[config.mk]
export PLATFORM = sky130hd
export DESIGN_NAME = uart_tx
export DESIGN_NICKNAME = d
export VERILOG_FILES = /design/src/rtl/uart_pkg.sv /design/src/rtl/uart_tx_fifo.sv /design/src/rtl/uart_tx.sv
export SDC_FILE = /design/constraint.sdc
export NUM_CORES = 1
export LEC_CHECK = 0
export CAP_MARGIN = 10
export CORE_UTILIZATION = 55
export DETAILED_ROUTE_END_ITERATION = 8
export PLACE_DENSITY = 0.77
export SLEW_MARGIN = 15
export SYNTH_ARGS = -nofsm -noshare
export SYNTH_HDL_FRONTEND = slang
export SYNTH_HIERARCHICAL = 1
export SYNTH_SLANG_ARGS = --single-unit
[constraint.sdc]
create_clock -name apb_clk_in -period 3.94 [get_ports apb_clk_in]
set_input_delay 0.591 -clock apb_clk_in [delete_from_list [all_inputs] [get_ports apb_clk_in]]
set_output_delay 0.591 -clock apb_clk_in [all_outputs]
set_load 0.05 [all_outputs]
[src/rtl/uart_pkg.sv]
// -----------------------------------------------------------------------------
// uart_pkg
// Shared types and constants for the UART transmit path.
//   tx_state_e  : transmitter FSM states
//   OS16 / OS13 : sample ticks per bit for the two oversampling modes
//   FIFO_DEPTH  : default TX FIFO depth
//   WLS_BASE    : word length is WLS_BASE + WLS
// -----------------------------------------------------------------------------
package uart_pkg;

    typedef enum logic [2:0] {
        ST_IDLE   = 3'd0,
        ST_START  = 3'd1,
        ST_DATA   = 3'd2,
        ST_PARITY = 3'd3,
        ST_STOP   = 3'd4
    } tx_state_e;

    localparam int OS16       = 16;
    localparam int OS13       = 13;
    localparam int FIFO_DEPTH = 16;
    localparam int WLS_BASE   = 5;

endpackage

[src/rtl/uart_tx_fifo.sv]
// -----------------------------------------------------------------------------
// uart_tx_fifo
// Synchronous character buffer for the transmitter. Runs either as a
// DEPTH-entry FIFO or, with one_deep_i set, as a single holding register.
// Ports:
//   clk_i, rstn_i   : clock, asynchronous active-low reset
//   one_deep_i      : limit capacity to one entry
//   flush_i         : empty the buffer (wins over push and pop)
//   push_i          : write push_data_i (ignored when full)
//   pop_i           : discard head entry (ignored when empty)
//   head_data_o     : entry at the head
//   level_o         : number of stored entries
//   full_o, empty_o : status
// -----------------------------------------------------------------------------
module uart_tx_fifo #(
    parameter int DEPTH = uart_pkg::FIFO_DEPTH,
    parameter int LVL_W = $clog2(DEPTH) + 1
) (
    input  logic             clk_i,
    input  logic             rstn_i,
    input  logic             one_deep_i,
    input  logic             flush_i,
    input  logic             push_i,
    input  logic [7:0]       push_data_i,
    input  logic             pop_i,
    output logic [7:0]       head_data_o,
    output logic [LVL_W-1:0] level_o,
    output logic             full_o,
    output logic             empty_o
);
    import uart_pkg::*;

    localparam int PTR_W = $clog2(DEPTH);

    logic [PTR_W-1:0] head_q, head_d;
    logic [PTR_W-1:0] tail_q, tail_d;
    logic [LVL_W-1:0] level_q, level_d;
    logic [7:0]       mem_q [DEPTH];
    logic             wr_en;
    logic             rd_en;

    assign empty_o     = (level_q == '0);
    assign full_o      = one_deep_i ? !empty_o : (level_q == LVL_W'(DEPTH));
    assign wr_en       = push_i && !full_o && !flush_i;
    assign rd_en       = pop_i && !empty_o && !flush_i;
    assign head_data_o = mem_q[head_q];
    assign level_o     = level_q;

    always_comb begin
        head_d  = head_q;
        tail_d  = tail_q;
        level_d = level_q;
        if (flush_i) begin
            head_d  = '0;
            tail_d  = '0;
            level_d = '0;
        end else begin
            // Pointers wrap naturally at the power-of-two depth.
            if (wr_en) tail_d = tail_q + 1'b1;
            if (rd_en) head_d = head_q + 1'b1;
            level_d = level_q + LVL_W'(wr_en) - LVL_W'(rd_en);
        end
    end

    always_ff @(posedge clk_i or negedge rstn_i) begin
        if (!rstn_i) begin
            head_q  <= '0;
            tail_q  <= '0;
            level_q <= '0;
        end else begin
            head_q  <= head_d;
            tail_q  <= tail_d;
            level_q <= level_d;
        end
    end

    always_ff @(posedge clk_i) begin
        if (wr_en) mem_q[tail_q] <= push_data_i;
    end

endmodule

[src/rtl/uart_tx.sv]
// -----------------------------------------------------------------------------
// uart_tx
// UART transmit engine: buffers THR writes, derives the bit timing from
// DLR/OSM and serialises start, data (LSB first), optional parity and stop
// bits onto txd_out. Reports THRE/TEMT to the line status register.
// Ports:
//   apb_clk_in, apb_rstn_in : clock, asynchronous active-low reset
//   thr_data_in, thr_wr_in  : THR write data and strobe
//   fifoen_in, txclr_in     : FIFO mode select, buffer flush pulse
//   wls_in, stb_in, pen_in, eps_in, sp_in, bc_in : line control
//   dlr_in, osm_in          : baud divisor, 13x/16x oversampling select
//   utrst_in                : 0 holds the transmitter in reset
//   txd_out                 : registered serial output
//   thre_out, temt_out      : buffer empty, transmitter empty
//   tx_level_out            : buffer occupancy
//   tx_ovf_out              : pulse when a write is dropped
//   tx_dma_req_out          : DMA request (only with UART_TX_DMA_EN)
// Build option: define UART_TX_DMA_EN to add the DMA request output.
// -----------------------------------------------------------------------------
module uart_tx #(
    parameter int FIFO_DEPTH = uart_pkg::FIFO_DEPTH,
    parameter int LVL_W      = 5
) (
    input  logic             apb_clk_in,
    input  logic             apb_rstn_in,
    input  logic [7:0]       thr_data_in,
    input  logic             thr_wr_in,
    input  logic             fifoen_in,
    input  logic             txclr_in,
    input  logic [1:0]       wls_in,
    input  logic             stb_in,
    input  logic             pen_in,
    input  logic             eps_in,
    input  logic             sp_in,
    input  logic             bc_in,
    input  logic [15:0]      dlr_in,
    input  logic             osm_in,
    input  logic             utrst_in,
    output logic             txd_out,
    output logic             thre_out,
    output logic             temt_out,
    output logic [LVL_W-1:0] tx_level_out,
    output logic             tx_ovf_out
`ifdef UART_TX_DMA_EN
    ,
    output logic             tx_dma_req_out
`endif
);
    import uart_pkg::*;

    tx_state_e        state_q, state_d;
    logic [15:0]      pre_q, pre_d;
    logic [15:0]      dlr_q, dlr_d;
    logic [4:0]       os_q, os_d;
    logic [4:0]       oslen_q, oslen_d;
    logic [2:0]       bit_q, bit_d;
    logic [7:0]       shift_q, shift_d;
    logic             par_q, par_d;
    logic [1:0]       wls_q, wls_d;
    logic             stb_q, stb_d;
    logic             pen_q, pen_d;
    logic             txd_q, txd_d;
    logic             fifoen_q;
    logic             ovf_q, ovf_d;

    logic             flush;
    logic             pop;
    logic             full;
    logic             empty;
    logic [7:0]       head_data;
    logic [LVL_W-1:0] level;
    logic             tick;
    logic             bit_end;
    logic [5:0]       bit_last;
    logic [2:0]       last_data_bit;
    logic             line;

    function automatic logic parity_bit(input logic [7:0] data, input logic [1:0] wls,
                                        input logic eps, input logic sp);
        logic [7:0] mask;
        logic       ones_odd;
        mask     = 8'hFF >> (2'd3 - wls);
        ones_odd = ^(data & mask);
        if (sp) return !eps;
        return eps ? ones_odd : !ones_odd;
    endfunction

    function automatic logic [4:0] os_ticks(input logic osm);
        return osm ? 5'(OS13) : 5'(OS16);
    endfunction

    // Any mode change, flush pulse or transmitter reset empties the buffer.
    assign flush = txclr_in || (fifoen_in != fifoen_q) || !utrst_in;
    assign ovf_d = thr_wr_in && utrst_in && !flush && full;

    uart_tx_fifo #(
        .DEPTH (FIFO_DEPTH),
        .LVL_W (LVL_W)
    ) u_fifo (
        .clk_i       (apb_clk_in),
        .rstn_i      (apb_rstn_in),
        .one_deep_i  (!fifoen_in),
        .flush_i     (flush),
        .push_i      (thr_wr_in && utrst_in),
        .push_data_i (thr_data_in),
        .pop_i       (pop),
        .head_data_o (head_data),
        .level_o     (level),
        .full_o      (full),
        .empty_o     (empty)
    );

    // A latched divisor of zero never ticks; the FSM simply waits.
    assign tick = (dlr_q != '0) && (pre_q == dlr_q - 16'd1);

    // Bit length in sample ticks; the 1.5-stop case only applies to 5-bit words.
    always_comb begin
        bit_last = 6'(oslen_q) - 6'd1;
        if (state_q == ST_STOP && stb_q) begin
            if (wls_q == 2'd0) bit_last = 6'(oslen_q) + 6'(oslen_q >> 1) - 6'd1;
            else               bit_last = (6'(oslen_q) << 1) - 6'd1;
        end
    end

    assign bit_end       = tick && (6'(os_q) == bit_last);
    assign last_data_bit = 3'(WLS_BASE - 1) + {1'b0, wls_q};

    always_comb begin
        pre_d   = pre_q;
        dlr_d   = dlr_q;
        os_d    = os_q;
        oslen_d = oslen_q;
        if (!utrst_in || state_q == ST_IDLE) begin
            pre_d   = '0;
            dlr_d   = dlr_in;
            os_d    = '0;
            oslen_d = os_ticks(osm_in);
        end else if (dlr_q == '0) begin
            dlr_d = dlr_in;
        end else if (tick) begin
            pre_d = '0;
            dlr_d = dlr_in;
            if (bit_end) begin
                os_d    = '0;
                oslen_d = os_ticks(osm_in);
            end else begin
                os_d = os_q + 5'd1;
            end
        end else begin
            pre_d = pre_q + 16'd1;
        end
    end

    always_comb begin
        state_d = state_q;
        bit_d   = bit_q;
        shift_d = shift_q;
        par_d   = par_q;
        wls_d   = wls_q;
        stb_d   = stb_q;
        pen_d   = pen_q;
        pop     = 1'b0;
        line    = 1'b1;
        case (state_q)
            ST_IDLE: begin
                if (!empty && utrst_in && dlr_in != '0) begin
                    pop     = 1'b1;
                    shift_d = head_data;
                    wls_d   = wls_in;
                    stb_d   = stb_in;
                    pen_d   = pen_in;
                    par_d   = parity_bit(head_data, wls_in, eps_in, sp_in);
                    bit_d   = '0;
                    state_d = ST_START;
                end
            end
            ST_START: begin
                if (bit_end) state_d = ST_DATA;
            end
            ST_DATA: begin
                if (bit_end) begin
                    shift_d = shift_q >> 1;
                    if (bit_q == last_data_bit) state_d = pen_q ? ST_PARITY : ST_STOP;
                    else                        bit_d   = bit_q + 3'd1;
                end
            end
            ST_PARITY: begin
                if (bit_end) state_d = ST_STOP;
            end
            ST_STOP: begin
                if (bit_end) state_d = ST_IDLE;
            end
            default: state_d = ST_IDLE;
        endcase
        if (!utrst_in) begin
            state_d = ST_IDLE;
            bit_d   = '0;
        end
        // txd is registered, so it is driven from the state being entered.
        case (state_d)
            ST_START:  line = 1'b0;
            ST_DATA:   line = shift_d[0];
            ST_PARITY: line = par_d;
            default:   line = 1'b1;
        endcase
        txd_d = !utrst_in ? 1'b1 : (bc_in ? 1'b0 : line);
    end

    always_ff @(posedge apb_clk_in or negedge apb_rstn_in) begin
        if (!apb_rstn_in) begin
            state_q  <= ST_IDLE;
            pre_q    <= '0;
            dlr_q    <= '0;
            os_q     <= '0;
            oslen_q  <= 5'(OS16);
            bit_q    <= '0;
            txd_q    <= 1'b1;
            fifoen_q <= 1'b0;
            ovf_q    <= 1'b0;
        end else begin
            state_q  <= state_d;
            pre_q    <= pre_d;
            dlr_q    <= dlr_d;
            os_q     <= os_d;
            oslen_q  <= oslen_d;
            bit_q    <= bit_d;
            txd_q    <= txd_d;
            fifoen_q <= fifoen_in;
            ovf_q    <= ovf_d;
        end
    end

    always_ff @(posedge apb_clk_in) begin
        shift_q <= shift_d;
        par_q   <= par_d;
        wls_q   <= wls_d;
        stb_q   <= stb_d;
        pen_q   <= pen_d;
    end

    assign txd_out      = txd_q;
    assign thre_out     = empty;
    assign temt_out     = empty && (state_q == ST_IDLE);
    assign tx_level_out = level;
    assign tx_ovf_out   = ovf_q;

`ifdef UART_TX_DMA_EN
    logic dma_q, dma_d;

    assign dma_d = utrst_in && (fifoen_in ? (level <= LVL_W'(FIFO_DEPTH / 2)) : empty);

    always_ff @(posedge apb_clk_in or negedge apb_rstn_in) begin
        if (!apb_rstn_in) dma_q <= 1'b0;
        else              dma_q <= dma_d;
    end

    assign tx_dma_req_out = dma_q;
`endif

endmodule

# Word-level counts from Yosys, hierarchy flattened
# Memory sizes are Yosys's and may differ from the RTL's.
# Cells that the tools add are included.
# totals
n_memories	1
output_inout_bits	9
elab_cells	149
regBits	77
mem_bits_rw	128
# mem_list
memory	words	word_bits	read_ports	rd_clocked_by_memory_dff	write_ports	line	rtl
u_fifo.mem_q	16	8	1	0	1	uart_tx_fifo.sv:38	logic [7:0] mem_q [DEPTH];
# op_classes
add_sub_neg	14
n_mux	55
n_eq_ne	19
n_reduce_logical	40
n_shift	1
bitwise	1
# ops
operator	n
16-bit two-way mux	6
5-bit two-way mux	10
3-bit two-way mux	12
16-bit nonzero test	2
16-bit by 1-bit adder with 16-bit output, second input constant	1
16-bit == test	1
16-bit logical NOT	1
4-bit two-way mux	4
8-bit two-way mux	2
8-bit one-hot mux with 2 select lines	1
16-bit by 1-bit subtractor with 16-bit output, second input constant	1
1-bit two-way mux	15
3-bit one-hot mux with 5 select lines	1
1-bit logical AND	13
3-bit by 2-bit == test with 1-bit output, second input constant	4
6-bit two-way mux	2
6-bit by 1-bit subtractor with 6-bit output, second input constant	2
2-bit nonzero test	5
3-bit inequality test, second input constant	3
4-bit by 1-bit adder with 4-bit output, second input constant	2
8-bit bitwise AND	1
8-bit XOR reduction	1
8-bit by 2-bit >> shifter with 8-bit output, first input constant	1
5-bit by 4-bit adder with 6-bit output	1
other kinds (26)	38

# Logic depth before layout (Yosys ltp)
# Gate-level depths: netlist (run 1).
# logic_depth
depth_word	13
ltp_mapped	19
depth_no_buf	18

# Hierarchy
# Netlist (run 1), hierarchy kept.
# by_module_without_submodules
module	n_inst	cells_per_inst	area_per_inst_um2
uart_tx_fifo	1	340	5826.8
uart_tx	1	455	4082.7

# Least setup slack after synthesis (run 1)
# Ideal clock, no wire load.
# synth_path
kind	register to register
start	register u_fifo.level_q[2] (netlist: u_fifo/level_o[2])
end	register u_fifo.level_q[4] (netlist: u_fifo/level_o[4])
t_required_ns	3.808
path_slack_ns	-0.427
arrival_ns	4.235
path_stages_with_launch	20
cell_sequence	dfrtp_1 > inv_1 > ha_1 > or3b_1 > buf_2 > nor2_1 > nor2_1 > o41ai_1 > nor2_1 > o21ai_0 > nor2_1 > ha_1 > inv_1 > ha_1 > inv_1 > fa_1 > nor2b_1 > o21bai_1 > a21oi_1 > nor3b_1
# synth_between
elab_chain_len	10
elab_cells_between_ends	16
# synth_lines
element	line	rtl
start: declaration	uart_tx_fifo.sv:37	logic [LVL_W-1:0] level_q, level_d;
start signal: assignment	uart_tx_fifo.sv:73	level_q <= level_d;
5-bit logical NOT	uart_tx_fifo.sv:42	assign empty_o = (level_q == '0);
named net thre_out	uart_tx.sv:40	output logic thre_out,
1-bit logical NOT	uart_tx.sv:166	if (!empty && utrst_in && dlr_in != '0) begin
1-bit logical AND (2 in series)	uart_tx.sv:166	
1-bit two-way mux	uart_tx.sv:166	
1-bit two-way mux	uart_tx.sv:164	case (state_q)
named net pop	uart_tx.sv:67	logic pop;
1-bit logical AND (2 in series)	uart_tx_fifo.sv:45	assign rd_en = pop_i && !empty_o && !flush_i;
5-bit by 1-bit subtractor with 5-bit output	uart_tx_fifo.sv:61	level_d = level_q + LVL_W'(wr_en) - LVL_W'(rd_en);
5-bit two-way mux	uart_tx_fifo.sv:53	if (flush_i) begin
named net u_fifo.level_d[4]	uart_tx_fifo.sv:37	
# The timed path passes the listed nets, and every way through them passes these cells.
# A chain may end at the register's enable or synchronous reset.

# Worst setup path in the final report (run 1)
# layout_path
start	register u_fifo.level_q[3] (netlist: u_fifo/level_o[3])
end	register u_fifo.level_q[4] (netlist: u_fifo/level_o[4])
# layout_between
elab_chain_len	10
elab_cells_between_ends	16
# layout_lines
element	line
5-bit logical NOT	uart_tx_fifo.sv:42
1-bit logical NOT	uart_tx.sv:166
1-bit logical AND (2 in series)	uart_tx.sv:166
1-bit two-way mux	uart_tx.sv:166
1-bit two-way mux	uart_tx.sv:164
named net pop	uart_tx.sv:67
1-bit logical AND (2 in series)	uart_tx_fifo.sv:45
5-bit by 1-bit subtractor with 5-bit output	uart_tx_fifo.sv:61
5-bit two-way mux	uart_tx_fifo.sv:53
named net u_fifo.level_d[4]	uart_tx_fifo.sv:37
# The timed path passes the listed nets, and every way through them passes these cells.

==> reports/metrics.cfg, run 1 <==
[outcome]
status=completed

[timing]
fin_crit_ns=3.70
tightest_slew_ns=0.822
max_freq_mhz=270
setup_violations=0
setup_tns_ns=0
fin_skew_ns=0.0214
period_share_pct=93.9
slew_viol_final=0
fin_ws_ns=0.240
relSlewSlack_pct=45.2
hold_viol=0
rsz0062_at_grt=no

[logic_synthesis]
synth_flop_cell=edfxtp_1
yosysTopAreaCellShare_pct=42.1
seq_area_frac_synth_pct=58.0
syn_area_um2=9910
syn_nets=852
yosysTopAreaCell=edfxtp_1
synth.distinct_cells=79
synth.area.top_cells=edfxtp_1 42%, dfrtp_1 15%, mux2i_1 3.7%, mux4_2 3.6%, nand2_1 2.8%
synth_common_cells=139 x edfxtp_1, 74 x nand2_1, 59 x dfrtp_1, 57 x nor2_1, 37 x mux2i_1
avgSynthCellArea_um2=12.5
async_flop_share_pct=30.2
ys_ff_latch=202
synth.most_common_cell=edfxtp_1
yosysWarnings=6
synthCells=795
synth-edff-count=139

[die]
die_w_um=136
io_pins=47
rows=48
dieArea_um2=18600
start_util_pct=56.9
die-height_um=136
core-area_um2=17400

[clock_tree]
ctsResizeCount=0
cts.path.max_buffers=3
cts_tree=yes
htree_levels=1
cts_num_sinks=202
cts-root-buf=clkbuf_16
cts_made_buffers=22
post-cts-setup-buffer-count=0
clkTransAtPathRegs_ns=0.06
clk_latency_ns=0.52
cts_hold_buf=0

[grt]
grt_pass1_wl_um=36200
grt_pass1_vias=6903
overflow=0
grt_max_degree=36
antenna_found_initial=0
grt_usage_pct=25.5

[cells_and_area]
nets=922
design_area_um2=11600
fillers=1271
num_antenna_cells=0
drive_gt1_share_pct=14.1
syn_to_final_growth_pct=16.6

[power_and_ir_drop]
p_leak_nw=4.18
power.switching_uw=954
vdd_ir_drop_max_v=0.000470
p_int_mw=3.63
swShare_pct=20.8
pwr-share-clk_pct=45.6
power_density_nw_per_um2=397
p_comb_share_pct=4.0
pwr-share-seq_pct=50.4

[routing]
drt-vias-per-instance=6.15
avgRoutedWirePerCell_um=20.7
vias=6795
drc=0
drt_pass1_iterations=5
drtIter0Drc=499
routed_wl_um=22800
ant_nets=0

[place]
io_buffer_count=46
hpwl_um=16000
gp_congestion=0.910
place_ws_ns=-0.108
dpl_cell_area_um2=10800

[setup_path]
cp-end-kind=flip-flop
arrival_ns=4.10
critPathMaxFanout=8
startpoint_type=flip-flop
required_ns=4.34
reg2reg_depth=19
critical_path_class=flip-flop to flip-flop

[hold_path]
hp-class=primary input to async pin

[flow_run]
maxCapViolCount=0

## layout by cell type (no fill, tap or decap), types with 6 or more instances in the layout
| cell type | count |
|---|---|
| nand2_1 | 74 |
| mux4_2 | 16 |
| nor2_1 | 55 |
| a22oi_1 | 8 |
| or3_1 | 7 |
| o2111ai_1 | 6 |
| nor2b_1 | 14 |
| ha_1 | 18 |
| a21oi_1 | 9 |
| edfxtp_1 | 139 |
| and3_1 | 9 |
| nand4_1 | 12 |
| clkbuf_16 | 22 |
| nand2b_1 | 8 |
| nor4_1 | 8 |
| dfrtp_1 | 58 |
| nand3_1 | 21 |
| clkdlybuf4s50_1 | 45 |
| inv_1 | 26 |
| o21ai_0 | 26 |
| mux2i_1 | 37 |
| xnor2_1 | 30 |
| o211ai_1 | 7 |
| a22o_1 | 10 |
| xor2_1 | 17 |
| nor3_1 | 16 |
| buf_4 | 40 |
| a221oi_1 | 17 |
## power by group through the flow
stage	logic, mW	clock network (mW)	registers (mW)
floorplan	0.0940	0	2.34
global placement	0.176	0	2.35
detailed placement	0.184	0	2.35
CTS	0.186	2.13	2.31
global route	0.202	2.21	2.31
finish	0.185	2.09	2.31
## state kept, by name, summed over array words and instances (netlist names)
| signal | count |
|---|---|
| u_fifo/tail_q | 4 |
| state_q | 3 |
| bit_q | 3 |
| shift_q | 8 |
| pen_q | 1 |
| pre_q | 16 |
| txd_out | 1 |
| u_fifo/head_q | 4 |
| stb_q | 1 |
| u_fifo/mem_q | 128 |
| tx_ovf_out | 1 |
| fifoen_q | 1 |
| par_q | 1 |
| oslen_q | 2 |
| wls_q | 2 |
| os_q | 5 |
| u_fifo/level_o | 5 |
| dlr_q | 16 |
## cell families (layout without fill, tap and decap cells)
kind of cell / after synthesis / in the layout / synth area share, %
flops: 202 / 202 / 58.0
simple gates: 272 / 272 / 14.7
compound gates: 132 / 132 / 10.2
buf+inv: 69 / 153 / 2.95
fa+ha+maj: 19 / 19 / 2.47
xor+xnor: 48 / 48 / 4.38
mux: 53 / 53 / 7.37
## per-layer routing
metal  track usage, %  vias up  wire [um]
met4             6.91        0        541
met3             3.47       42       1050
met1             32.6     3405       9430
met2             45.2      218      11800
li1                 -     3130          -
met5                0        -          0
## final timing paths
| check | startpoint | endpoint | slack (ns) |
|---|---|---|---|
| max in group asynchronous | apb_rstn_in | u_fifo/head_q[0] | 2.87 |
| worst max-delay path | u_fifo/level_o[3] | u_fifo/level_o[4] | 0.24 |
| worst min register to register | shift_q[2] | shift_q[1] | 0.55 |
| min in group apb_clk_in | shift_q[2] | shift_q[1] | 0.55 |
| worst max register to register | u_fifo/level_o[3] | u_fifo/level_o[4] | 0.24 |
| worst min-delay path | apb_rstn_in | os_q[2] | 0.18 |
## worst max-delay path, cell delays in order (launching register included)
cell	delay, ns
dfrtp_1	0.42
inv_1	0.10
ha_1	0.16
or3b_1	0.54
nor2_4	0.23
nor2_1	0.09
o41ai_1	0.08
buf_4	0.20
nor2_2	0.05
o21ai_0	0.12
nor2_1	0.07
ha_1	0.29
inv_1	0.06
ha_1	0.17
inv_1	0.06
fa_1	0.38
nor2b_1	0.19
o21bai_1	0.11
a21oi_1	0.17
nor3b_1	0.07
## through the flow
stage          power (mW)  hold slack [ns]  utilization [%]  instances
2_1_floorplan        2.44            0.295                -        795
3_3_place_gp         2.53            0.535             62.0       1066
3_5_place_dp         2.54            0.525             62.0       1066
4_1_cts              4.63            0.198             66.3       1104
5_1_grt              4.72            0.235             66.3       1104
6_report             4.59            0.180             66.3       1104
## final cells by class
class / instances / area [um2] / area share [%]
Sequential cell: 202 / 5740 / 49.7
Multi-Input combinational cell: 524 / 3880 / 33.6
Timing Repair Buffer: 88 / 796 / 6.89
Clock buffer: 27 / 589 / 5.10
Tap cell: 225 / 282 / 2.44
Clock inverter: 11 / 159 / 1.38
Inverter: 27 / 101 / 0.877
Power figures use the tool's default switching activity.
==> run 2, diff against run 1 <==
- CAP_MARGIN: 10 -> 20
==> results of run 2 <==
Same layout as run 1: the final DEF is identical, and so are final timing and power.
==> run 3, diff against run 2 <==
- GPL_ROUTABILITY_DRIVEN: unset -> 0
==> run 3 against run 2 <==
Against the previous run: combinational power is essentially flat; global-route usage is 1.2 points lower; via count decreased by 0.13%; sequential power about the same; design area is 0.30% higher; power fell by 0.66%; maximum frequency increased by 2.8%; die area unchanged; first-iteration DRC count grew 32%; setup slack gained 0.10 ns; cell count increased by 0.18%.
==> reports/metrics.cfg, run 3 (synthesis gave the netlist of run 1 again) <==
[setup_path]
required_ns=4.37
arrival_ns=4.03
reg2reg_to=u_fifo/level_o[4]
reg2reg_depth=19
critical_path_class=flip-flop to flip-flop
startpoint_type=flip-flop
critPathMaxFanout=8
rr_startpoint=u_fifo/level_o[2]
cp-end-kind=flip-flop
reg2reg_setup_slack_ns=0.34

[outcome]
status=completed

[timing]
fin_skew_ns=0.0228
hold_viol=0
setup_violations=0
relSlewSlack_pct=39.0
period_share_pct=91.3
slew_viol_final=0
fin_ws_ns=0.341
max_freq_mhz=278
fin_hold_ws_ns=0.215
rsz0062_at_grt=no
tightest_slew_ns=0.915
fin_crit_ns=3.60

[power_and_ir_drop]
p_leak_nw=4.18
power_density_nw_per_um2=393
vdd_ir_drop_max_v=0.000405

[grt]
grt_max_degree=41
grt_usage_pct=24.2
antenna_found_initial=0
use_met1_pct=30.5
grtUsageMet3_pct=3.95
grt_pass1_vias=6885
grt_use_met2_pct=42.3
top_usage_layer=met2
grt_pass1_wl_um=34900
overflow=0

[die]
core-area_um2=17400
die_w_um=136
io_pins=47
die-height_um=136
rows=48
start_util_pct=56.9
dieArea_um2=18600

[clock_tree]
cts.path.max_buffers=3
cts_tree=yes
htree_levels=1
cts_hold_buf=0
cts_num_sinks=202
cts_made_buffers=22
cts-root-buf=clkbuf_16
clkTransAtPathRegs_ns=0.06
clk_latency_ns=0.52

[place]
dpl_cell_area_um2=10800
hpwl_um=15500
place_ws_ns=-0.00117
io_buffer_count=46

[routing]
vias=6786
drtIter0Drc=660
avgRoutedWirePerCell_um=19.8
ant_nets=0
drc=0
drt_pass1_iterations=6
routed_wl_um=21900
drt-vias-per-instance=6.14

[cells_and_area]
drive_gt1_share_pct=14.5
final_common_cell=edfxtp_1
num_antenna_cells=0
largest_reg_flops=128
reg.largest.list=u_fifo/mem_q: 128 flops, dlr_q: 16 flops, pre_q: 16 flops
syn_to_final_growth_pct=17.0
nets=922
mostFrequentLayoutCells=139 x edfxtp_1, 74 x nand2_1, 58 x dfrtp_1, 55 x nor2_1, 45 x clkdlybuf4s50_1
largest-register=u_fifo/mem_q
design_area_um2=11600

[flow_run]
maxCapViolCount=0

[hold_path]
hp-class=primary input to async pin

run 3: power by group:
group	internal, mW	total [mW]	switching, mW	leakage (nW)
clock network	1.24	2.06	0.829	0.356
logic	0.0805	0.184	0.104	1.74
registers	2.29	2.31	0.0223	2.08
run 3: per-stage QoR:
stage	TNS, ns	utilization, %	total power, mW	std cells
4_1_cts	0	66.2	4.59	1103
3_3_place_gp	0	61.9	2.52	1063
2_1_floorplan	0	-	2.44	795
3_5_place_dp	-0.00117	61.9	2.53	1063
6_report	0	66.5	4.56	1106
5_1_grt	0	66.5	4.70	1106
run 3: worst max-delay path by stage:
| stage | start | to | slack, ns |
|---|---|---|---|
| final | u_fifo/level_o[2] | u_fifo/level_o[4] | 0.34 |
| after detailed placement | dlr_in[9] | u_fifo/level_o[4] | -0.001 |
| after floorplan | u_fifo/level_o[2] | u_fifo/level_o[4] | 0.02 |
| after CTS | dlr_q[0] | pre_q[14] | 0.12 |
| after global routing | u_fifo/level_o[3] | u_fifo/level_o[4] | 0.07 |
| after global placement | dlr_in[2] | u_fifo/level_o[4] | 0.11 |
run 3: area by class of cell:
class                           instances  area [um2]
Fill cell                            1257        5830
Sequential cell                       202        5750
Multi-Input combinational cell        524        3910
Timing Repair Buffer                   88         808
Clock buffer                           26         566
Tap cell                              225         282
Clock inverter                         14         175
Inverter                               27         101
run 3: repair_timing:
action | 4_1_cts | 5_1_grt
setup endpoints to repair | 0 | 10
buffers inserted | 0 | 3
resized for setup | 0 | 6
run 3: critical path, cell delays in order (launching register included):
cell and delay (ns):
dfrtp_1 0.41, inv_1 0.10, ha_1 0.17, or3b_1 0.55, nor2_4 0.22, nor2_1 0.08, o41ai_1 0.08, buf_4 0.20
nor2_2 0.05, o21ai_0 0.11, nor2_1 0.07, ha_1 0.28, inv_1 0.06, ha_1 0.16, inv_1 0.06, fa_1 0.39
nor2b_1 0.18, o21bai_1 0.10, nand3_1 0.08, nor3b_1 0.17
run 3: per-layer routing:
| layer | wire length [um] | up-vias |
|---|---|---|
| met5 | 0 | - |
| li1 | - | 3144 |
| met3 | 1180 | 48 |
| met4 | 577 | 0 |
| met2 | 11100 | 215 |
| met1 | 9110 | 3379 |
